===== config.mk =====
export PLATFORM = sky130hd
export DESIGN_NAME = mxn_logic_sequencer
export DESIGN_NICKNAME = d
export VERILOG_FILES = /design/src/rtl/mxn_logic_sequencer.sv
export SDC_FILE = /design/constraint.sdc
export NUM_CORES = 1
export LEC_CHECK = 0
export ABC_CLOCK_PERIOD_IN_PS = 2900
export CAP_MARGIN = 20
export CORE_ASPECT_RATIO = 0.9
export CORE_UTILIZATION = 50
export DETAILED_ROUTE_END_ITERATION = 10
export PLACE_DENSITY = 0.79
export SLEW_MARGIN = 20
export SYNTH_ARGS = -nofsm -noshare
export SYNTH_HDL_FRONTEND = slang
export SYNTH_SLANG_ARGS = --single-unit
export TNS_END_PERCENT = 30

===== constraint.sdc =====
create_clock -name clk -period 2.9 [get_ports clk]
set_clock_uncertainty 0.15 [all_clocks]
set_input_delay 0.725 -clock clk [delete_from_list [all_inputs] [get_ports clk]]
set_output_delay 0.725 -clock clk [all_outputs]
set_load 0.01 [all_outputs]

===== src/rtl/mxn_logic_sequencer.sv =====
// mxn_logic_sequencer
//   Handshaked front-end for the mXnBit logic gate bank. Captures a packed
//   SETS x WIDTH operand pair plus a 3-bit logic opcode, evaluates one lane
//   per cycle, then holds the packed result and per-lane zero flags until
//   the downstream stage accepts them.
//
// Ports
//   clk, rst          : clock, synchronous active-high reset
//   in_valid/in_ready : upstream handshake (op, in1_packed, in2_packed)
//   out_valid/out_ready : downstream handshake (out_packed, zero_flags)
//   busy              : high while an operation is in flight or held
//   txn_count         : results accepted downstream (wraps)
//
// Opcodes: 000 NOT A, 001 AND, 010 OR, 011 NAND, 100 NOR, 101 XOR,
//          110 XNOR, 111 PASS A
//
// state | meaning
// IDLE  | ready for a new operation; last result still visible
// PROC  | evaluating lane idx_q, one lane per cycle
// DONE  | result valid, waiting for out_ready

module mxn_logic_sequencer #(
  parameter int WIDTH = 4,
  parameter int SETS  = 2,
  parameter int CNT_W = 8
) (
  input  logic                  clk,
  input  logic                  rst,
  input  logic                  in_valid,
  output logic                  in_ready,
  input  logic [2:0]            op,
  input  logic [SETS*WIDTH-1:0] in1_packed,
  input  logic [SETS*WIDTH-1:0] in2_packed,
  output logic                  out_valid,
  input  logic                  out_ready,
  output logic [SETS*WIDTH-1:0] out_packed,
  output logic [SETS-1:0]       zero_flags,
  output logic                  busy,
  output logic [CNT_W-1:0]      txn_count
);

  localparam int IDX_W = (SETS > 1) ? $clog2(SETS) : 1;
  localparam logic [IDX_W-1:0] LAST_IDX = IDX_W'(SETS - 1);

  typedef enum logic [1:0] {
    IDLE = 2'd0,
    PROC = 2'd1,
    DONE = 2'd2
  } state_t;

  state_t                  state_q, state_d;
  logic [2:0]              op_q, op_d;
  logic [SETS*WIDTH-1:0]   in1_q, in1_d;
  logic [SETS*WIDTH-1:0]   in2_q, in2_d;
  logic [SETS*WIDTH-1:0]   out_q, out_d;
  logic [SETS-1:0]         zf_q, zf_d;
  logic [IDX_W-1:0]        idx_q, idx_d;
  logic [CNT_W-1:0]        cnt_q, cnt_d;

  logic [WIDTH-1:0]        lane_a;
  logic [WIDTH-1:0]        lane_b;
  logic [WIDTH-1:0]        lane_res;

  // Operand lane selected by the current lane index.
  always_comb begin
    lane_a = in1_q[int'(idx_q)*WIDTH +: WIDTH];
    lane_b = in2_q[int'(idx_q)*WIDTH +: WIDTH];
    case (op_q)
      3'b000:  lane_res = ~lane_a;
      3'b001:  lane_res = lane_a & lane_b;
      3'b010:  lane_res = lane_a | lane_b;
      3'b011:  lane_res = ~(lane_a & lane_b);
      3'b100:  lane_res = ~(lane_a | lane_b);
      3'b101:  lane_res = lane_a ^ lane_b;
      3'b110:  lane_res = ~(lane_a ^ lane_b);
      default: lane_res = lane_a;
    endcase
  end

  always_comb begin
    state_d = state_q;
    op_d    = op_q;
    in1_d   = in1_q;
    in2_d   = in2_q;
    out_d   = out_q;
    zf_d    = zf_q;
    idx_d   = idx_q;
    cnt_d   = cnt_q;

    case (state_q)
      IDLE: begin
        if (in_valid) begin
          op_d    = op;
          in1_d   = in1_packed;
          in2_d   = in2_packed;
          out_d   = '0;
          zf_d    = '0;
          idx_d   = '0;
          state_d = PROC;
        end
      end
      PROC: begin
        out_d[int'(idx_q)*WIDTH +: WIDTH] = lane_res;
        zf_d[idx_q] = (lane_res == '0);
        if (idx_q == LAST_IDX) begin
          idx_d   = '0;
          state_d = DONE;
        end else begin
          idx_d = idx_q + IDX_W'(1);
        end
      end
      DONE: begin
        if (out_ready) begin
          cnt_d   = cnt_q + CNT_W'(1);
          state_d = IDLE;
        end
      end
      default: state_d = IDLE;
    endcase
  end

  always_ff @(posedge clk) begin
    if (rst) begin
      state_q <= IDLE;
      op_q    <= '0;
      in1_q   <= '0;
      in2_q   <= '0;
      out_q   <= '0;
      zf_q    <= '0;
      idx_q   <= '0;
      cnt_q   <= '0;
    end else begin
      state_q <= state_d;
      op_q    <= op_d;
      in1_q   <= in1_d;
      in2_q   <= in2_d;
      out_q   <= out_d;
      zf_q    <= zf_d;
      idx_q   <= idx_d;
      cnt_q   <= cnt_d;
    end
  end

  assign in_ready   = (state_q == IDLE);
  assign out_valid  = (state_q == DONE);
  assign busy       = (state_q != IDLE);
  assign out_packed = out_q;
  assign zero_flags = zf_q;
  assign txn_count  = cnt_q;

endmodule


==> results.md <==
- Status: finished clean
- Hold crit path type: register to register
- Int Pwr: roughly 0.95 mW
- Async SR Flop Fraction: 0%
- R2r worst-path depth: 9
- Max-slew violation count: 0
- Hold Path Sink: in1_q[6]
- Clk slew on worst S/H paths: 0.08 ns
- F_max: 375 MHz
- Pin count of the biggest net entering global routing: 23
- CTS H-tree depth: 2
- DIE WIDTH: a little under 70 microns
- Initial Util: a little over half
- Post-CTS setup buffers: 0
- Max Fanout on Critical Path: 7
- Initial antenna violation count: 0
- Fin. Hold Viols: 0
- Switching fraction of total power: 26.9%
- N_diodes: 0
- Final GP Congestion: just over 0.8
- NumNets Final: around 320
- Min-delay src: in1_q[6]
- Actual slew at the worst max-slew pin: 0.702 ns
- Share of cells above drive strength 1: ~6.3%
- Post-route design area: 0.00259 sq mm
- Antenna viol nets, final: 0
- Die area: 0.00430 sq mm
- Yosys reg bits: 40
- 1st-pass router iterations: 4
- Critical Path Start Type: register
- Netlist cell types: 45
- Number of global-route vias before repair: between 1.5k and 2k
- Max VDD drop: ~0.36 mV
- Buf/Inv on CP: 1
- DP Cell Count: ~330
- Clk Latency, worst-skew pair: just under 0.3 ns
- Grt total ovfl: 0
- Pwr dens: between 500 and 600 mW/mm^2
- R2r setup slk: 0.23 ns
- Vias per cell: 5.45
- Relative slew margins: between 50% and 60%
- Synthesized area: roughly 0.0020 sq mm
- CP endpoint kind: register
- CTS sink count: 40
- Setup_tns: 0 ns
- I/O pin total: 44
- Post-synth EDFFs: 0
- Area Growth Syn to Fin: 28.2%
- DR WL/cell: 12.9 microns
- Leakage: a little over 1 nW
- Setup CP Type: register to register
- Hold Crit Depth: 2
- Post-CTS sizing: 0
- Max Cap Viol: 0
- Total Routing Usage GR: between 20 and 25%
- WP data arrival: around 2.8 ns
- Clock Tree Root: clkbuf_8
- Hold Buf Count CTS: 0
- Top delay family on crit path: compound AO/OA/AOI/OAI gates
- Clock share of power: roughly a third
- Vias: between 1.5k and 2k
- Post-DP HPWL: about 3.2 mm
- Placed instance area: approximately 0.0025 sq mm
- P_sw: 0.348 mW
- Comb pwr share: about 18%
- Power consumption: approximately 1.3 mW
- Synthesized instance count: between 200 and 250
- Maximum clock path buffer count: 2
- Row count: 21
- CP cell instances: mux2i_1, inv_1, ha_1, and3b_1, o31ai_2, nor2_1, a221o_1, nor3_2, a32o_1
- Avg Cell Area, Syn: 8.18 sq um
- Final WL: about 4.3 mm
- Worst EP required: 2.99 ns
- Main flop type after synthesis: dfxtp_1
- R2r endpoint: zero_flags[1]
- RR Startpoint: idx_q
- First-pass GRT wire length: about 7.3 mm
- Tcrit/Tclk final: 91.9%
- CTS tree: built
- Slowest cell on crit path: dfxtp_1
- Core area: 0.00378 sq mm
- Die Height: 62.3 microns
- Port-buffer cells: 43
- Reg power frac: 46.8%
- Yosys warns: 0
- Setup violations, final: 0
- Tmin final: about 2.7 ns
- CTS Buf Count: 5
- Non-Filler Instances: approximately 330
- Starting DRT DRC Count: 130
- DRC Markers: 0
- Sequential area share after synthesis: about two fifths
- Syn nets: between 200 and 300
- CP peak stage delay: 0.53 ns
- RSZ-0062 raised after global routing: false
==> synthesized netlist by cell type, types with 2 or more instances <==
library cell / count / share of area, %
a21oi_1: 25 / 6.2
mux2i_1: 10 / 5.0
a31o_2: 2 / 0.87
nor2b_1: 2 / 0.62
xnor2_1: 2 / 0.87
inv_1: 11 / 2.0
o22ai_1: 2 / 0.62
and3_1: 3 / 0.93
nor3_1: 3 / 0.74
ha_1: 9 / 5.6
clkbuf_1: 7 / 1.3
nand2_1: 45 / 8.4
dfxtp_1: 40 / 40
buf_2: 3 / 0.74
a211oi_1: 2 / 0.74
buf_1: 3 / 0.56
a22oi_1: 8 / 3.0
nand4_1: 3 / 0.93
nand2b_1: 3 / 0.93
nor2_1: 24 / 4.5
nand3b_1: 2 / 0.74
o21ai_0: 4 / 0.99
nand3_1: 4 / 0.99
and3b_1: 3 / 1.3
xor2_1: 5 / 2.2
o2111ai_1: 2 / 0.87
a32o_1: 2 / 0.99
==> final cells by class <==
type                       instances  area [sq um]
multi-input combinational        182          1120
timing repair buffer              47           460
clock buffer                       5          68.8
fill                             327          1190
sequential                        40           801
tap                               46          57.6
clock inverter                     3          42.5
inverter                          11          41.3
==> flip-flops by register name (all words and copies together), names as in the netlist <==
signal and cells:
op_q 3, in2_q 8, in1_q 8, idx_q 1
state_q 2, out_packed 8, zero_flags 2, txn_count 8
==> worst max path at each step <==
| stage | to | start | cells past startpoint | slack [ns] |
|---|---|---|---|---|
| floorplan | zero_flags[0] | idx_q | 9 | 0.50 |
| global placement | zero_flags[0] | idx_q | 9 | 0.32 |
| detailed placement | zero_flags[1] | idx_q | 9 | 0.25 |
| CTS | zero_flags[0] | idx_q | 9 | 0.24 |
| global route | zero_flags[1] | idx_q | 9 | 0.02 |
| finish | zero_flags[1] | idx_q | 9 | 0.23 |
==> cells in the final DEF (no fill, tap or decap), types with 3 or more instances in the layout <==
cell type	count
nor3_1	3
o21ai_0	4
dfxtp_1	40
clkdlybuf4s50_1	43
mux2i_1	10
nand2b_1	3
nor2_1	24
ha_1	9
a22oi_1	8
and3b_1	3
clkbuf_8	5
inv_1	11
xor2_1	5
nand2_1	45
a21oi_1	25
nand3_1	4
buf_4	4
and3_1	3
nand4_1	3
==> tightest hold or removal path, delay by kind of cell (launching register included) <==
kind,cells,cell delay (ns)
flip-flops,1,0.31
AO/OA/AOI/OAI,1,0.05
AND/OR/NAND/NOR,1,0.05
==> stage by stage <==
step                setup slack [ns]  utilization, %  hold slack [ns]
global route                  0.0162            68.5            0.330
global placement               0.322            65.5            0.292
detailed placement             0.253            65.5            0.299
CTS                            0.238            68.5            0.310
floorplan                      0.505               -            0.286
finish                         0.235            68.5            0.309
==> cells by family (layout without fill, tap and decap cells) <==
family	count (synthesis)	count (layout)	synth area share, %
buf+inv	25	66	5.02
flops	40	40	39.6
compound gates	55	55	18.2
xor+xnor	7	7	3.03
mux	10	10	4.95
simple gates	101	101	23.6
fa+ha+maj	9	9	5.57
==> per-layer routing <==
metal / global-route usage, % / wire length, microns
met1: 30.9 / 2290
met2: 29.7 / 1800
met3: 3.90 / 174
met4: 6.12 / 24
met5: 0 / 0
==> power groups by stage <==
stage	logic (mW)	clock network, mW	registers [mW]
6_report	0.239	0.451	0.607
5_1_grt	0.267	0.484	0.612
4_1_cts	0.238	0.455	0.607
3_5_place_dp	0.237	0	0.619
3_3_place_gp	0.233	0	0.619
2_1_floorplan	0.163	0	0.606
No activity file was read; power rests on OpenSTA's default activity.
